### src/rtl/evo_csr_arb_if.sv
// Bus bundle between the CSR masters, the arbiter and the crossbar CSR slave port.
// Avalon-MM: a command is accepted in the cycle where read/write is high and waitrequest is low;
// readdatavalid is a one-cycle strobe carrying the data of one earlier accepted read.
interface evo_csr_arb_if #(
  parameter int NUM_MASTERS = 2,
  parameter int AWIDTH      = 8,
  parameter int DWIDTH      = 32
);
  logic [NUM_MASTERS*AWIDTH-1:0] m_address;
  logic [NUM_MASTERS-1:0]        m_read;
  logic [NUM_MASTERS-1:0]        m_write;
  logic [NUM_MASTERS*DWIDTH-1:0] m_writedata;
  logic [NUM_MASTERS-1:0]        m_waitrequest;
  logic [DWIDTH-1:0]             m_readdata;
  logic [NUM_MASTERS-1:0]        m_readdatavalid;

  logic [AWIDTH-1:0]             s_address;
  logic                          s_read;
  logic                          s_write;
  logic [DWIDTH-1:0]             s_writedata;
  logic                          s_waitrequest;
  logic [DWIDTH-1:0]             s_readdata;
  logic                          s_readdatavalid;

  // Arbiter view: slave towards the BSP masters, master towards the crossbar.
  modport slave (
    input  m_address, m_read, m_write, m_writedata,
    input  s_waitrequest, s_readdata, s_readdatavalid,
    output m_waitrequest, m_readdata, m_readdatavalid,
    output s_address, s_read, s_write, s_writedata
  );

  // Environment view: the requesting masters plus the crossbar slave port.
  modport master (
    output m_address, m_read, m_write, m_writedata,
    output s_waitrequest, s_readdata, s_readdatavalid,
    input  m_waitrequest, m_readdata, m_readdatavalid,
    input  s_address, s_read, s_write, s_writedata
  );
endinterface

### src/rtl/evo_csr_arb.sv
// Round-robin arbiter sharing the crossbar CSR slave port between NUM_MASTERS masters,
// one transaction in flight, with a per-transaction timeout for forced completion.
module evo_csr_arb #(
  parameter int NUM_MASTERS = 2,
  parameter int AWIDTH      = 8,
  parameter int DWIDTH      = 32,
  parameter int TIMEOUT     = 255
) (
  input  logic                   clk,
  input  logic                   reset_n,
  evo_csr_arb_if.slave           bus,
  output logic [NUM_MASTERS-1:0] grant_o,
  output logic                   timeout_o,
  output logic [1:0]             state_o
);

  localparam int IW = (NUM_MASTERS > 1) ? $clog2(NUM_MASTERS) : 1;

  typedef enum logic [1:0] {
    ST_IDLE    = 2'd0,
    ST_ISSUE   = 2'd1,
    ST_WAIT_RD = 2'd2
  } state_e;

  state_e                 state_q, state_d;
  logic [NUM_MASTERS-1:0] grant_q, grant_d;
  logic [IW-1:0]          gidx_q, gidx_d;
  logic [IW-1:0]          rr_q, rr_d;
  logic [15:0]            timer_q, timer_d;

  logic [NUM_MASTERS-1:0] req;
  logic                   any_req;
  logic [IW-1:0]          pick;
  logic [IW-1:0]          rr_next;
  logic                   cur_wr, cur_rd, cur_req;
  logic                   expire, accept;

  logic [NUM_MASTERS-1:0] m_waitrequest_c;
  logic [NUM_MASTERS-1:0] m_readdatavalid_c;
  logic [DWIDTH-1:0]      m_readdata_c;
  logic [AWIDTH-1:0]      s_address_c;
  logic [DWIDTH-1:0]      s_writedata_c;
  logic                   s_read_c, s_write_c, timeout_c;

  assign req     = bus.m_read | bus.m_write;
  assign any_req = |req;

  // A write wins over a simultaneous read from the same master.
  assign cur_wr  = bus.m_write[gidx_q];
  assign cur_rd  = bus.m_read[gidx_q] & ~cur_wr;
  assign cur_req = cur_wr | cur_rd;

  // Forced completion lands in the TIMEOUT-th cycle spent in ISSUE or WAIT_RD and
  // takes precedence over a handshake or read response arriving in that same cycle.
  assign expire  = (state_q != ST_IDLE) && (timer_q == 16'(TIMEOUT - 1));
  assign accept  = (state_q == ST_ISSUE) && cur_req && !bus.s_waitrequest && !expire;
  assign rr_next = (gidx_q == IW'(NUM_MASTERS - 1)) ? '0 : gidx_q + 1'b1;

  always_comb begin : p_pick
    int  j;
    logic found;
    j     = 0;
    found = 1'b0;
    pick  = '0;
    for (int k = 0; k < NUM_MASTERS; k++) begin
      j = int'(rr_q) + k;
      if (j >= NUM_MASTERS) j = j - NUM_MASTERS;
      if (!found && req[j]) begin
        found = 1'b1;
        pick  = IW'(j);
      end
    end
  end

  always_ff @(posedge clk or negedge reset_n) begin
    if (!reset_n) begin
      state_q <= ST_IDLE;
      grant_q <= '0;
      gidx_q  <= '0;
      rr_q    <= '0;
      timer_q <= '0;
    end else begin
      state_q <= state_d;
      grant_q <= grant_d;
      gidx_q  <= gidx_d;
      rr_q    <= rr_d;
      timer_q <= timer_d;
    end
  end

  always_comb begin
    state_d = state_q;
    grant_d = grant_q;
    gidx_d  = gidx_q;
    rr_d    = rr_q;
    timer_d = timer_q;
    case (state_q)
      ST_IDLE: begin
        if (any_req) begin
          state_d       = ST_ISSUE;
          gidx_d        = pick;
          grant_d       = '0;
          grant_d[pick] = 1'b1;
          timer_d       = '0;
        end
      end
      ST_ISSUE: begin
        if (expire || (accept && cur_wr)) begin
          state_d = ST_IDLE;
          grant_d = '0;
          rr_d    = rr_next;
        end else if (accept) begin
          state_d = ST_WAIT_RD;
          timer_d = '0;
        end else begin
          timer_d = timer_q + 16'd1;
        end
      end
      ST_WAIT_RD: begin
        if (expire || bus.s_readdatavalid) begin
          state_d = ST_IDLE;
          grant_d = '0;
          rr_d    = rr_next;
        end else begin
          timer_d = timer_q + 16'd1;
        end
      end
      default: begin
        state_d = ST_IDLE;
        grant_d = '0;
      end
    endcase
  end

  always_comb begin
    m_waitrequest_c   = '1;
    m_readdatavalid_c = '0;
    m_readdata_c      = '0;
    s_address_c       = '0;
    s_writedata_c     = '0;
    s_read_c          = 1'b0;
    s_write_c         = 1'b0;
    timeout_c         = 1'b0;
    case (state_q)
      ST_ISSUE: begin
        s_address_c   = bus.m_address[int'(gidx_q)*AWIDTH +: AWIDTH];
        s_writedata_c = bus.m_writedata[int'(gidx_q)*DWIDTH +: DWIDTH];
        if (!expire) begin
          s_read_c  = cur_rd;
          s_write_c = cur_wr;
        end
        if (expire || accept) m_waitrequest_c[gidx_q] = 1'b0;
        if (expire) begin
          timeout_c = 1'b1;
          if (cur_rd) m_readdatavalid_c[gidx_q] = 1'b1;
        end
      end
      ST_WAIT_RD: begin
        if (expire) begin
          timeout_c                  = 1'b1;
          m_readdatavalid_c[gidx_q] = 1'b1;
        end else if (bus.s_readdatavalid) begin
          m_readdatavalid_c[gidx_q] = 1'b1;
          m_readdata_c               = bus.s_readdata;
        end
      end
      default: ;
    endcase
  end

  assign bus.m_waitrequest   = m_waitrequest_c;
  assign bus.m_readdatavalid = m_readdatavalid_c;
  assign bus.m_readdata      = m_readdata_c;
  assign bus.s_address       = s_address_c;
  assign bus.s_writedata     = s_writedata_c;
  assign bus.s_read          = s_read_c;
  assign bus.s_write         = s_write_c;
  assign timeout_o           = timeout_c;
  assign grant_o             = grant_q;
  assign state_o             = state_q;

endmodule

### src/flat_wrapper.sv
// flat-port wrapper written by rule: the top's interface ports become plain ports
module evo_csr_arb_flat 
#(
  parameter int NUM_MASTERS = 2,
  parameter int AWIDTH      = 8,
  parameter int DWIDTH      = 32,
  parameter int TIMEOUT     = 255
)
  (clk, reset_n, grant_o, timeout_o, state_o, bus_m_address, bus_m_read, bus_m_write, bus_m_writedata, bus_s_waitrequest, bus_s_readdata, bus_s_readdatavalid, bus_m_waitrequest, bus_m_readdata, bus_m_readdatavalid, bus_s_address, bus_s_read, bus_s_write, bus_s_writedata);
  evo_csr_arb_if #(.NUM_MASTERS(NUM_MASTERS), .AWIDTH(AWIDTH), .DWIDTH(DWIDTH)) bus_i ();
  input  logic clk;
  input  logic reset_n;
  output logic [NUM_MASTERS-1:0] grant_o;
  output logic timeout_o;
  output logic [1:0] state_o;
  input wire logic [$bits(bus_i.m_address)-1:0] bus_m_address;
  input wire logic [$bits(bus_i.m_read)-1:0] bus_m_read;
  input wire logic [$bits(bus_i.m_write)-1:0] bus_m_write;
  input wire logic [$bits(bus_i.m_writedata)-1:0] bus_m_writedata;
  input wire logic [$bits(bus_i.s_waitrequest)-1:0] bus_s_waitrequest;
  input wire logic [$bits(bus_i.s_readdata)-1:0] bus_s_readdata;
  input wire logic [$bits(bus_i.s_readdatavalid)-1:0] bus_s_readdatavalid;
  output wire logic [$bits(bus_i.m_waitrequest)-1:0] bus_m_waitrequest;
  output wire logic [$bits(bus_i.m_readdata)-1:0] bus_m_readdata;
  output wire logic [$bits(bus_i.m_readdatavalid)-1:0] bus_m_readdatavalid;
  output wire logic [$bits(bus_i.s_address)-1:0] bus_s_address;
  output wire logic [$bits(bus_i.s_read)-1:0] bus_s_read;
  output wire logic [$bits(bus_i.s_write)-1:0] bus_s_write;
  output wire logic [$bits(bus_i.s_writedata)-1:0] bus_s_writedata;
  assign bus_i.m_address = bus_m_address;
  assign bus_i.m_read = bus_m_read;
  assign bus_i.m_write = bus_m_write;
  assign bus_i.m_writedata = bus_m_writedata;
  assign bus_i.s_waitrequest = bus_s_waitrequest;
  assign bus_i.s_readdata = bus_s_readdata;
  assign bus_i.s_readdatavalid = bus_s_readdatavalid;
  assign bus_m_waitrequest = bus_i.m_waitrequest;
  assign bus_m_readdata = bus_i.m_readdata;
  assign bus_m_readdatavalid = bus_i.m_readdatavalid;
  assign bus_s_address = bus_i.s_address;
  assign bus_s_read = bus_i.s_read;
  assign bus_s_write = bus_i.s_write;
  assign bus_s_writedata = bus_i.s_writedata;
  evo_csr_arb #(.NUM_MASTERS(NUM_MASTERS), .AWIDTH(AWIDTH), .DWIDTH(DWIDTH), .TIMEOUT(TIMEOUT)) u_core (.clk(clk), .reset_n(reset_n), .bus(bus_i), .grant_o(grant_o), .timeout_o(timeout_o), .state_o(state_o));
endmodule
### config.mk
export PLATFORM = sky130hd
export DESIGN_NAME = evo_csr_arb_flat
export DESIGN_NICKNAME = d
export VERILOG_FILES = /design/src/rtl/evo_csr_arb_if.sv /design/src/rtl/evo_csr_arb.sv /design/src/flat_wrapper.sv
export SDC_FILE = /design/constraint.sdc
export NUM_CORES = 1
export LEC_CHECK = 0
export CORE_AREA = 2 2 89 91
export CTS_CLUSTER_DIAMETER = 30
export DETAILED_ROUTE_END_ITERATION = 10
export DIE_AREA = 0 0 91 93
export PLACE_DENSITY = 0.92
export REMOVE_ABC_BUFFERS = 1
export SLEW_MARGIN = 20
export SYNTH_ARGS = -nofsm -noshare
export SYNTH_HDL_FRONTEND = slang
export SYNTH_SLANG_ARGS = --single-unit
### constraint.sdc
create_clock -name clk -period 2.3 [get_ports clk]
set_clock_uncertainty 0.05 [all_clocks]
set_input_delay 0.46 -clock clk [delete_from_list [all_inputs] [get_ports clk]]
set_output_delay 0.46 -clock clk [all_outputs]
set_load 0.05 [all_outputs]
After elaboration in Yosys (flattened, before gate mapping)
Index checks and enable logic that the tools add are counted.

operators by class
  add/sub/neg operators = 5
  $lt $le $gt $ge = 8
  eq/ne operators = 9
  mux-type cells = 54
  shifts and indexed selects = 2
  reductions and logical operators = 25
  bitwise gates (word level) = 5

operators by type and width
  kind                                                                                   number
  32-bit two-way mux                                                                     6
  32-bit by 3-bit less-than comparator with 1-bit output (second input constant)         2
  16-bit two-way mux                                                                     4
  64-bit by 7-bit indexed part select with 32-bit output                                 1
  16-bit one-hot mux with 3 select lines                                                 1
  32-bit by 3-bit greater-or-equal comparator with 1-bit output (second input constant)  1
  32-bit by 3-bit subtractor with 32-bit output (second input constant)                  1
  1-bit two-way mux                                                                      24
  2-bit two-way mux                                                                      12
  16-bit by 1-bit adder with 16-bit output (second input constant)                       1
  16-bit by 8-bit == test with 1-bit output (second input constant)                      1
  16-bit by 5-bit indexed part select with 8-bit output                                  1
  2-bit one-hot mux with 3 select lines                                                  2
  3-bit AND reduction                                                                    3
  1-bit logical AND                                                                      8
  8-bit two-way mux                                                                      1
  2-bit inequality test (second input constant)                                          3
  1-bit by 2-bit less-than comparator with 1-bit output (second input constant)          2
  2-bit by 1-bit inequality test with 1-bit output (second input constant)               2
  2-bit one-hot mux with 2 select lines                                                  1
  4-bit AND reduction                                                                    1
  2-bit nonzero test                                                                     2
  2-bit OR reduction                                                                     2
  1-bit logical NOT                                                                      3
  other kinds (19)                                                                       23

storage, ports and cells
  register bits = 22
  bits of input ports = 120
  logic and storage cells = 113
  output and inout port bits = 83

Depth between registers and ports, before layout
Gate-level depths: netlist (run 1).

  word-level depth = 15
  gate-level depth with buffers = 9

Worst setup path before layout (run 1)
No wires, ideal clock.

  kind = register to output
  start = register u_core.state_q[0], in the netlist u_core.state_o[0]
  end = output bus_m_readdatavalid[0]
  stages on the path, launching flop included = 9
  buffers on the path = 1
  setup slack = -538 ps
  data required time = 1790 ps
  arrival time = 2328 ps
  cell sequence = dfrtp_1 inv_1 ha_1 nor4_1 and4_1 buf_4 nor2_2 o22ai_1 and3_1

between the ends
  longest elaborated chain between the ends = 4

ends and longest elaborated chain
  item                                       RTL line                                RTL
  from (decl)                                evo_csr_arb.sv:25                       state_e state_q, state_d;
  from (signal assigned)                     evo_csr_arb.sv:83                       state_q <= state_d;
  2-bit nonzero test                         evo_csr_arb.sv:55                       assign expire = (state_q != ST_IDLE) && (timer_q == 16'(TIMEOUT - 1));
  1-bit logical AND                          evo_csr_arb.sv:55
  2-bit two-way mux (on tied branches)       evo_csr_arb.sv:159, evo_csr_arb.sv:153
  2-bit one-hot mux with 2 select lines (*)  evo_csr_arb.sv:144                      case (state_q)
  to (decl)                                  flat_wrapper.sv:25                      output wire logic [$bits(bus_i.m_readdatavalid)-1:0] bus_m_readdatavalid;

Mark *: on every way between the ends. The rest lies on a longest branch, timed or not.

Final worst setup path (run 1)
  start = register u_core.timer_q[0]
  end = output bus_m_waitrequest[1]

between the ends
  longest elaborated chain between the ends = 7

ends and longest elaborated chain
  item                                           RTL line            RTL
  from (decl)                                    evo_csr_arb.sv:29   logic [15:0] timer_q, timer_d;
  from (signal assigned)                         evo_csr_arb.sv:87   timer_q <= timer_d;
  16-bit by 8-bit == test with 1-bit output (*)  evo_csr_arb.sv:55
  1-bit logical AND (*)                          evo_csr_arb.sv:55
  1-bit logical NOT                              evo_csr_arb.sv:56   assign accept = (state_q == ST_ISSUE) && cur_req && !bus.s_waitrequest && !expire;
  1-bit logical AND                              evo_csr_arb.sv:56
  1-bit logical OR (*)                           evo_csr_arb.sv:152  if (expire || accept) m_waitrequest_c[gidx_q] = 1'b0;
  2-bit two-way mux (*)                          evo_csr_arb.sv:152
  2-bit two-way mux (*)                          evo_csr_arb.sv:144
  to (decl)                                      flat_wrapper.sv:23  output wire logic [$bits(bus_i.m_waitrequest)-1:0] bus_m_waitrequest;

Marked as above.

==> impl_results.md, run 1 <==
* Status: complete, but fails checks
* Violated checks: negative setup slack
* Cell area after layout at 0.00539 mm²
* Global Route Usage Sum at 0.252
* Multi-input gate area at 0.00194 mm²
* Clk pwr share at 0.069
* Setup TNS at -7240 ps
* Distinct cell type count after synthesis at 49
* DP Area at 0.00502 mm²
* Final Hold Fails at 0
* Core Box Area at 0.00753 mm²
* DIE HEIGHT at 93 µm
* IO buf count at slightly above 200
* HP Class: flop to flop
* CTS H-tree depth at 1
* Root buffer cell: clkbuf_8
* Int Pwr at 0.00245 W
* Leakage Power at 2.47 nW
* Top cells by count, synth: 61 x nor2_1, 42 x mux2i_1, 34 x and2_1
* Register area at 552 µm²
* First-pass GRT wire length at 17.2 mm
* Synth Area in Adders at 0.0314
* Reg2reg end: u_core.timer_q[11]
* Ant diodes at 0
* Pwr Density at 993 mW/mm²
* Synth Area in XOR/XNOR at 0
* Mapped Cells at just under 300
* HPWL after detailed placement at 8.58 mm
* Clock sinks at 22
* WS Path Type: flop to primary output
* Hold endpoint: u_core.rr_q
* Vias/cell at 5.43
* Post-synth EDFFs at 0
* WL/cell at 18.9 µm
* Placed cells at ~600
* Layout cells sized above 1 at 0.365
* Reg power frac at 0.096
* Slew Limit Fails at 0
* Initial antenna violation count at 0
* Hold Startpoint: u_core.rr_q
* Vias in the first global route at around 3400
* Routed Antenna Nets at 0
* Ys async rst share at 1.00
* Final setup viols at 50
* Largest net degree at the start of global routing at 42
* Final Cycle Share at 1.11
* Synth warn at 0
* Most common cell in the netlist: nor2_1
* Startpoint class of the critical path: flop
* DRC viols at 0
* DRT iter0 DRCs at approximately 300
* Fillers at around 530
* Synth Cell Area at roughly 0.0024 mm²
* Synth area leaders: dfrtp_1 23%, mux2i_1 18%, nor2_1 9.6%
* Site row count at 32
* TritonCTS clock tree: done
* Sw power at 0.00290 W
* CTS max path bufs at 2
* Max Cap Viol at 0
* CP Max Fanout at 5
* Sw Ratio at 0.542
* Worst slew pin tran at 544 ps
* Hold depth at 1
* Die W at 91 µm
* DR pass1 iterations at 7
* R2R depth at 9
* Primary FF master, synth: dfrtp_1
* GRT overflow at 0
* Post-Route WL at around 12 mm
* Area delta synth->final at 125%
* Share of the synthesized area in the top cell type at 0.230
* Simple-Gate Fraction of Synth Area at 0.321
* Setup WS post-layout at -257 ps
* Ports at 203
* Die area at 0.00846 mm²
* Maximum clock frequency at 391 MHz
* TritonCTS buffer count at 3
* Critical Path End Type: primary output
* Placer Congestion at 0.979
* Largest family of logic cells by synthesized area: simple AND/OR/NAND/NOR gates
* Final nets at 650
* Reg clk slew, reported paths at 90 ps
* Worst IR drop on VDD at between 0.6 and 0.7 mV
* Sequential area share after synthesis at 0.230
* Crit path DAT at 2050 ps
* Synthesized area per cell at 8.04 µm²
* Final Critical Period at 2560 ps
* Combinational cell fraction of total power at 0.834
* Data required time at the worst endpoint at 1790 ps
* Initial Util at 0.317
* CTS Hold Bufs at 0
* Post-synthesis compound-gate area fraction at 0.156
* Post-synthesis mux area share at 0.200
* Worst skew pair latency at 260 ps
* Vias at 3396
* Relative slew slack at 0.634
* Reg2Reg Setup Slack at -100 ps
* Unrepaired setup endpoints after global routing: true
* Yosys reg bits at 22
* Area leader, netlist: dfrtp_1
* RR Startpoint: u_core.timer_q[0]
* Non-filler instance count after layout at 625
[power groups by stage]
stage,combinational [W],clock (W),sequential [W]
detailed placement,0.00416,0,0.000511
CTS,0.00441,0.000370,0.000506
global placement,0.00407,0,0.000506
floorplan,0.00229,0,0.000732
finish,0.00446,0.000370,0.000515
global route,0.00463,0.000386,0.000515
[flip-flops by register name, indices dropped and copies added (netlist names)]
name	count
u_core.state_o	2
u_core.gidx_q	1
u_core.timer_q	16
u_core.rr_q	1
u_core.grant_o	2
[metrics by stage]
| stage | power [W] | worst slack (ps) | hold slack, ps | util |
|---|---|---|---|---|
| 2_1_floorplan | 0.00302 | -1020 | 114 | - |
| 3_3_place_gp | 0.00458 | -70.8 | 460 | 0.667 |
| 3_5_place_dp | 0.00467 | -183 | 471 | 0.667 |
| 4_1_cts | 0.00529 | -278 | 490 | 0.704 |
| 5_1_grt | 0.00553 | -303 | 494 | 0.715 |
| 6_report | 0.00535 | -257 | 489 | 0.715 |
[worst max-delay path, cell delays in order (launching register included)]
cell and delay (ps):
dfrtp_1 390, inv_2 80, ha_4 160, and4b_1 220, and4_4 210, buf_6 120
o211ai_1 350, clkbuf_16 250
[layout make-up]
cell class	count	area share
sequential	22	0.102
clock buffer	3	0.00767
timing repair buffer	239	0.492
tap	102	0.0237
multi-input combinational	246	0.360
clock inverter	1	0.00558
inverter	12	0.00836
[layer usage]
| metal | track usage | part of all wire | vias to the layer above |
|---|---|---|---|
| li1 | - | - | 1528 |
| met1 | 0.248 | 0.33 | 1579 |
| met5 | 0 | 0 | - |
| met3 | 0.0411 | 0.064 | 67 |
| met4 | 0.133 | 0.057 | 0 |
| met2 | 0.501 | 0.55 | 222 |
[cells in the final DEF (no fill, tap or decap), types with 4 or more instances in the layout]
master	synthesis	routed
nand2_1	4	4
a221o_1	10	10
nor2_1	61	60
clkdlybuf4s50_1	0	123
mux2i_1	42	42
buf_6	2	5
and3_4	0	6
buf_12	0	41
nand4_1	5	5
inv_1	12	9
mux2_2	4	4
dfrtp_1	22	21
nand3_1	8	8
and3_1	15	12
buf_4	1	69
and2_4	0	33
[cell families after synthesis]
family | count (synthesis)
buffers and inverters | 32
muxes | 47
AOI/OAI and AO/OA | 43
adders and majority gates | 6
and+or+nand+nor | 147
DFF | 22
[what timing repair did]
action / 4_1_cts / 5_1_grt
endpoints found under the setup margin: 94 / 95
cloned: 1 / 3
pin swaps: 8 / 47
setup buffers: 6 / 3
gates resized for setup: 53 / 19
[how the worst max path moves through the flow]
| stage | from | end | slack, ps | depth (start not counted) |
|---|---|---|---|---|
| 2_1_floorplan | u_core.gidx_q | bus_m_waitrequest[0] | -1020 | 2 |
| 3_3_place_gp | bus_m_write[0] | bus_m_readdatavalid[0] | -70 | 8 |
| 3_5_place_dp | u_core.state_o[0] | bus_m_readdatavalid[1] | -180 | 8 |
| 4_1_cts | u_core.state_o[0] | bus_m_readdatavalid[1] | -280 | 8 |
| 5_1_grt | u_core.timer_q[0] | bus_m_readdatavalid[1] | -300 | 8 |
| 6_report | u_core.timer_q[0] | bus_m_waitrequest[1] | -260 | 7 |
No activity file was read; power rests on OpenSTA's default activity.
==> inputs of run 2 (changes only) <==
--- a/config.mk
+++ b/config.mk
@@ -5,11 +5,10 @@
 export SDC_FILE = /design/constraint.sdc
 export NUM_CORES = 1
 export LEC_CHECK = 0
-export CORE_AREA = 2 2 89 91
-export CTS_CLUSTER_DIAMETER = 30
+export CORE_AREA = 2 2 93 95
 export DETAILED_ROUTE_END_ITERATION = 10
-export DIE_AREA = 0 0 91 93
-export PLACE_DENSITY = 0.92
+export DIE_AREA = 0 0 95 97
+export PLACE_DENSITY = 0.87
 export REMOVE_ABC_BUFFERS = 1
 export SLEW_MARGIN = 20
 export SYNTH_ARGS = -nofsm -noshare
==> run 2 against run 1 <==
The run still ends with negative setup slack left. Register-to-register slack gained 170 ps. Critical path depth grew 1. Worst setup slack gained 76 ps. Clock-buffer cell count is the same. Sequential share of layout area shrank 0.23 points. Global-route usage shrank 2.1 points. Wire length shrank 2.3%. Fmax grew 3.1%. First-iteration DRC count shrank 42%. Critical path type unchanged. Critical endpoint is now bus_m_readdatavalid[1].
==> impl_results.md, run 2 (synthesis gave the netlist of run 1 again) <==
* Routed Antenna Nets at 0
* Setup WS post-layout at -181 ps
* Crit path DAT at ~2000 ps
* Data required time at the worst endpoint at 1790 ps
* Die W at about 95 µm
* Area delta synth->final at 131%
* Vias at 3301
* Most frequent cells in the layout: 122 x clkdlybuf4s50_1, 81 x buf_4, 57 x nor2_1
* Clock sinks at 22
* First-pass GRT wire length at between 15 and 20 mm
* Violated checks: negative setup slack
* Initial antenna violation count at 0
* Pwr Density at just under 1000 mW/mm²
* Vias/cell at 5.14
* HPWL after detailed placement at 8.80 mm
* Largest register FFs at 16
* Final Hold Fails at 0
* Commonest non-fill, non-tap cell in the layout: clkdlybuf4s50_1
* Worst IR drop on VDD at 0.728 mV
* Final Critical Period at 2480 ps
* Reg clk slew, reported paths at 90 ps
* Int Pwr at around 0.0026 W
* R2R depth at 10
* Root buffer cell: clkbuf_8
* Leakage Power at 2.55 nW
* Die area at 0.00922 mm²
* Sw power at about 0.0029 W
* WL/cell at 18.0 µm
* Final setup viols at 37
* Global Route Usage Sum at 0.231
* DIE HEIGHT at 97 µm
* Final Util at 0.678
* HP Class: primary input to asynchronous set/reset pin
* Max Cap Viol at 0
* GRT overflow at 0
* DRC viols at 0
* Reg power frac at 0.092
* Total Power at about 0.0055 W
* IO buf count at 202
* Vias in the first global route at ~3400
* Initial Util at 0.294
* WS Path Type: flop to primary output
* Layout cells sized above 1 at 0.380
* Startpoint class of the critical path: flop
* Final nets at 664
* Largest net degree at the start of global routing at 33
* TritonCTS buffer count at 3
* Reg2Reg Setup Slack at 70 ps
* Critical Path End Type: primary output
* Relative slew slack at 0.635
* Unrepaired setup endpoints after global routing: true
* Sw Ratio at 0.532
* Worst slew pin tran at between 500 and 600 ps
* TritonCTS clock tree: done
* Reg2reg end: u_core.timer_q[1]
* Core Box Area at 0.00813 mm²
* Final Cycle Share at 1.08
* RR Startpoint: u_core.state_o[0]
* DRT iter0 DRCs at roughly 170
* Clk pwr share at 0.070
* CTS H-tree depth at 1
* Ports at 203
* DR pass1 iterations at 5
* Placer Congestion at just over 0.9
* Setup WS pre-CTS at -220 ps
* CTS max path bufs at 2
* Reg with most FFs: u_core.timer_q
* Maximum clock frequency at about 400 MHz
* Post-Route WL at 11.5 mm
* Ant diodes at 0
* Site row count at 33
* Worst skew pair latency at 280 ps
* Combinational cell fraction of total power at 0.838
* Slew Limit Fails at 0
* CP Max Fanout at 5
* Setup TNS at -4320 ps
* Status: complete, but fails checks
-- run 2: changes by cell type in the layout (fill, tap and decap cells not counted), moves of 2 or more --
cell    delta
buf_4     +12
buf_12     +3
nor2_2     +2
nor2_1     -3
-- run 2: worst max path at each step --
stage,slack [ps],to,cells after the start,from
2_1_floorplan,-1020,bus_m_waitrequest[0],2,u_core.gidx_q
3_3_place_gp,-170,u_core.timer_q[5],6,bus_m_write[1]
3_5_place_dp,-220,u_core.timer_q[6],6,bus_m_write[0]
4_1_cts,-250,bus_m_readdatavalid[1],8,u_core.state_o[1]
5_1_grt,-240,bus_m_readdatavalid[1],8,u_core.state_o[0]
6_report,-180,bus_m_readdatavalid[1],8,u_core.state_o[0]
-- run 2: layout make-up --
type	instances	area, µm²
clock buffer	3	41.3
fill	592	2620
tap	105	131
clock inverter	1	30.0
timing repair buffer	253	2790
inverter	12	45.0
sequential	22	552
multi-input combinational	246	1920
-- run 2: stage by stage --
step	hold WS (ps)	cells	instance area, µm²
final	483	642	5510
after global routing	498	642	5510
after CTS	496	636	5400
after detailed placement	479	624	5120
after global placement	456	624	5120
after floorplan	114	277	2290
-- run 2: worst max-delay path: stages (launching register included) --
cell and delay [ps]:
dfrtp_1 380, inv_2 70, ha_4 170, nor4_4 170
and4_4 330, nor2_4 50, o22ai_2 170, and3_4 220
buf_12 130
-- run 2: what timing repair did --
action,in CTS,in global routing
cloned,0,3
setup buffers,9,4
resized for setup,52,18
setup endpoints to repair,71,79
pin swaps,9,43
hold buffers,0,0
-- run 2: power groups by stage --
stage	Clock, W	Sequential [W]	Combinational (W)
floorplan	0	0.000732	0.00229
global placement	0	0.000500	0.00419
detailed placement	0	0.000503	0.00427
CTS	0.000374	0.000496	0.00448
global route	0.000406	0.000509	0.00477
finish	0.000381	0.000505	0.00458
-- run 2: routing by layer --
metal,vias to the layer above,part of all wire,track usage
met5,-,0,0
met4,0,0.024,0.0658
met3,24,0.056,0.0421
met2,149,0.58,0.452
met1,1578,0.34,0.242
li1,1550,-,-
==> inputs of run 3 (changes only) <==
--- a/config.mk
+++ b/config.mk
@@ -10,7 +10,6 @@
 export DIE_AREA = 0 0 95 97
 export PLACE_DENSITY = 0.87
 export REMOVE_ABC_BUFFERS = 1
-export SLEW_MARGIN = 20
 export SYNTH_ARGS = -nofsm -noshare
 export SYNTH_HDL_FRONTEND = slang
 export SYNTH_SLANG_ARGS = --single-unit
==> results of run 3 <==
Same layout as run 2: the final DEF is identical, and so are final timing and power.
==> patch 1, RTL diff (settings of run 1) <==
`NUM_MASTERS` is set to 2 in 3 places; all go to 4.
--- a/src/rtl/evo_csr_arb_if.sv
+++ b/src/rtl/evo_csr_arb_if.sv
@@ -2,7 +2,7 @@
 // Avalon-MM: a command is accepted in the cycle where read/write is high and waitrequest is low;
 // readdatavalid is a one-cycle strobe carrying the data of one earlier accepted read.
 interface evo_csr_arb_if #(
-  parameter int NUM_MASTERS = 2,
+  parameter int NUM_MASTERS = 4,
   parameter int AWIDTH      = 8,
   parameter int DWIDTH      = 32
 );
--- a/src/rtl/evo_csr_arb.sv
+++ b/src/rtl/evo_csr_arb.sv
@@ -1,7 +1,7 @@
 // Round-robin arbiter sharing the crossbar CSR slave port between NUM_MASTERS masters,
 // one transaction in flight, with a per-transaction timeout for forced completion.
 module evo_csr_arb #(
-  parameter int NUM_MASTERS = 2,
+  parameter int NUM_MASTERS = 4,
   parameter int AWIDTH      = 8,
   parameter int DWIDTH      = 32,
   parameter int TIMEOUT     = 255
--- a/src/flat_wrapper.sv
+++ b/src/flat_wrapper.sv
@@ -1,7 +1,7 @@
 // flat-port wrapper written by rule: the top's interface ports become plain ports
 module evo_csr_arb_flat 
 #(
-  parameter int NUM_MASTERS = 2,
+  parameter int NUM_MASTERS = 4,
   parameter int AWIDTH      = 8,
   parameter int DWIDTH      = 32,
   parameter int TIMEOUT     = 255
Ports: changed (7 resized); port bits go from 203 to 293. The function was not compared with the original's and may differ.
==> patch 1 against run 1 <==
- the flow now stops in clock tree synthesis (4_1_cts)
- area after synthesis is 35% higher
==> patch 1: results (changes against run 1) <==
.. list-table::
   :header-rows: 1

   * - Metric
     - Value
   * - Run status
     - did not finish
   * - Halt point of the flow
     - clock tree synthesis (4_1_cts)
   * - Halt Reason
     - [ERROR DPL-0038] Utilization greater than 100%, impossible to legalize
   * - Post-synthesis share of cell area spent on xor and xnor gates
     - 0% (unchanged)
   * - Top FF cell, synth
     - dfrtp_1
   * - Weighted congestion reported at the end of routability-driven placement
     - 1.09 (+11%)
   * - Number of buffers inserted by post-CTS setup repair
     - 14 (+8)
   * - Main area contributors after synthesis
     - mux4_2 29%, dfrtp_1 20%, and2_1 15%
   * - Multiplexer fraction of the synthesized cell area
     - 30.4% (+10 points)
   * - Synth Area in Compound Gates
     - 12.3% (-3.3 points)
   * - Total number of H-tree levels
     - 1 (unchanged)
   * - Leading post-synthesis cells by instance count
     - 77 x and2_1, 42 x mux4_2, 26 x dfrtp_1
   * - Area share of fa/ha/maj cells after synthesis
     - 3.88% (+0.74 points)
   * - Number of buffers created by CTS
     - 3 (unchanged)
   * - Count of cells resized by post-cts repair
     - 211 (+300%)
   * - Sequential cell area fraction in the yosys report
     - 20.2% (-2.9 points)
   * - Number of unique standard cell types used by synthesis
     - 49 (unchanged)
   * - Half-perimeter wire length after detailed placement
     - 20400 µm (+140%)
   * - Cell at the root of the clock tree
     - clkbuf_8
   * - Warnings, synthesis
     - 0 (unchanged)
   * - Maximum count of clock buffers along a single path
     - 2 (unchanged)
   * - Sink Count
     - 26 (+18%)
   * - Fraction of synthesis flops using an asynchronous set or reset pin
     - 100% (unchanged)
   * - Count of input and output buffers
     - 292 (+45%)
-- patch 1: cell count changes after synthesis, sizes merged, moves of 9 or more --
cell          run 1  this run
o21ai             5        14
nand2             4        16
mux4              0        42
nand3             8        17
mux2i            42         0
nor2             62        13
and2             34        77
-- patch 1: cells by family after synthesis --
family,count (synthesis)
fa+ha+maj,10
compound gates,54
mux,45
simple gates,162
buf+inv,32
flops,26
-- patch 1: metrics by stage --
step	setup WS [ns]	instances	instance area, µm²	hold slack [ns]
floorplan	-1.69	306	3130	0.114
global placement	-0.510	760	7020	0.484
detailed placement	-0.738	760	7020	0.509
==> patch 2, RTL diff (config.mk and constraints of run 1) <==
Without the edit above. Put a register stage on the output `timeout_o`, cleared by the reset. The value now appears one clock later. The other outputs are not delayed to match.
--- a/src/rtl/evo_csr_arb.sv
+++ b/src/rtl/evo_csr_arb.sv
@@ -175,7 +175,13 @@
   assign bus.s_writedata     = s_writedata_c;
   assign bus.s_read          = s_read_c;
   assign bus.s_write         = s_write_c;
-  assign timeout_o           = timeout_c;
+  always_ff @(posedge clk or negedge reset_n) begin
+    if (!reset_n) begin
+      timeout_o <= '0;
+    end else begin
+      timeout_o <= timeout_c;
+    end
+  end
   assign grant_o             = grant_q;
   assign state_o             = state_q;
 
Behaviour: no difference found for any inputs over 10 cycles, from zero or initial values and one cycle with reset_n low; that may be too few to reach the edited logic, so the function may still have changed.
==> patch 2 against run 1 <==
- first-iteration DRC count grew 59%
- fmax down 20%
- sequential cell count rose by 1
- the run still ends with setup timing left
- worst setup slack worse by 0.65 ns
- design area grew 14%
- global-route usage is 9.3 points higher
- register-to-register slack got worse by 0.78 ns
- non-clock buffer count grew 27
- routed wire length grew 69%
- total power grew 36%
- sequential share of layout area decreased by 0.83 points
- area after synthesis increased by 3.7%
==> patch 2: results (changes against run 1) <==
.. list-table::
   :header-rows: 1

   * - Metric
     - Value
   * - Maximum number of pins on one net before global-route repair
     - 47 (+12%)
   * - Origin of the critical flop-to-flop path
     - u_core.state_o[1]$_DFFE_PN0P_
   * - Wirelength per Cell
     - 30.6 µm (+62%)
   * - Pre-CTS setup slack
     - -0.592 ns (-0.410 ns)
   * - Main area contributors after synthesis
     - dfrtp_1 23%, mux2i_1 17%, nor2b_1 11%
   * - Clk Latency, worst-skew pair
     - 0.28 ns (+0.02 ns)
   * - Post-DR vias/cell
     - 6.27 (+15%)
   * - Sequential cell area fraction in the yosys report
     - 23.2% (+0.20 points)
   * - Wire length of the first global-routing pass
     - 22500 µm (+31%)
   * - Vias in the first global route
     - 3628 (+7.4%)
   * - Run status
     - complete, but fails checks
   * - Max FO, Critical Path
     - 2 (-3)
   * - Weighted congestion reported at the end of routability-driven placement
     - 0.925 (-5.5%)
   * - Total global routing track utilization
     - 34.5% (+9.3 points)
   * - Arrival time worst endpoint
     - 2.69 ns (+0.64 ns)
   * - Cell count of the worst reg-to-reg path
     - 12 (+3)
   * - Cell area after placement
     - 0.00529 mm² (+5.3%)
   * - Worst setup path startpoint
     - u_core.state_o[1]$_DFFE_PN0P_
   * - Cell Count, Final, Fillers Out
     - 651 (+4.2%)
   * - Cell count after synthesis
     - 296 (-0.34%)
   * - Final setup slack of the worst path
     - -0.903 ns (-0.646 ns)
   * - Worst hold-check path type
     - input pin to async pin
   * - Leakage dissipation
     - 2.78 nW (+13%)
   * - Biggest register
     - u_core.timer_q
   * - Maximum vdd drop
     - 0.000524 V (-21%)
   * - Sum Neg Setup Slack
     - -46.71 ns (-39.47 ns)
   * - Fraction of layout cells with a size suffix above 1
     - 45.7% (+9.2 points)
   * - Dominant delay contributor by cell family on the critical path
     - simple AND/OR/NAND/NOR gates
   * - Violated checks
     - setup timing
   * - TritonRoute pass-1 iters
     - 5 (-2)
   * - Count of routing violations after the opening detailed-route iteration
     - 473 (+59%)
   * - Net count reported at finish
     - 676 (+4.0%)
   * - Delay of the slowest cell on the worst path
     - 0.43 ns (+0.04 ns)
   * - Half-perimeter wire length after detailed placement
     - 9750 µm (+14%)
   * - Number of unique standard cell types used by synthesis
     - 42 (-14%)
   * - Setup violations, final
     - 92 (+84%)
   * - Transition time at the pin with the least slew margin
     - 0.586 ns (+0.0420 ns)
   * - Cells after DPL
     - 630 (+2.9%)
   * - Leading post-synthesis cells by instance count
     - 43 x mux2i_1, 42 x nor2b_1, 34 x and2_1
==> patch 2: area by class of cell <==
class | count | area, µm²
clock buffers | 3 | 41.3
well taps | 102 | 128
clock inverters | 1 | 5.00
multi-input cells | 250 | 2220
fillers | 311 | 1400
inverters | 6 | 22.5
flip-flops and latches | 23 | 577
repair buffers | 266 | 3130
==> patch 2: layer usage <==
layer / track usage, % / wire length [µm] / vias to the layer above
met5: 0 / 0 / -
met4: 15.2 / 1630 / 0
met3: 10.1 / 2340 / 153
met2: 61.3 / 9010 / 416
met1: 38.3 / 6950 / 1945
li1: - / - / 1566
==> patch 2: path summary, 6_finish.rpt <==
kind | endpoint | slack [ns]
setup / recovery | bus_m_readdatavalid[1] | -0.90
hold / removal | u_core.timer_q[7]$_DFFE_PN0P_ | 0.48
setup reg to reg | u_core.timer_q[12]$_DFFE_PN0P_ | -0.88
hold reg to reg | u_core.grant_o[0]$_DFFE_PN0P_ | 0.48
max in group asynchronous | u_core.gidx_q$_DFFE_PN0P_ | 1.45
min in group clk | u_core.grant_o[0]$_DFFE_PN0P_ | 0.48
==> patch 2: timing repair <==
action / CTS / global route
gates resized for setup: 83 / 100
pin swaps: 22 / 12
buffers inserted: 9 / 8
cloned: 0 / 6
endpoints found under the setup margin: 98 / 99
==> patch 2: cells by family after synthesis <==
logic type	share of synthesized area [%]
AND/OR/NAND/NOR	35.9
multiplexers	18.7
AO/OA/AOI/OAI	14.6
buffers and inverters	4.50
flip-flops	23.2
adder cells (fa/ha/maj)	3.03
==> patch 2: power by group <==
group	internal, mW	switching [mW]	total (mW)	leakage, nW
registers	0.462	0.0953	0.557	0.310
clock network	0.122	0.147	0.269	0.0255
logic	2.95	3.49	6.44	2.45
total	3.53	3.73	7.26	2.78
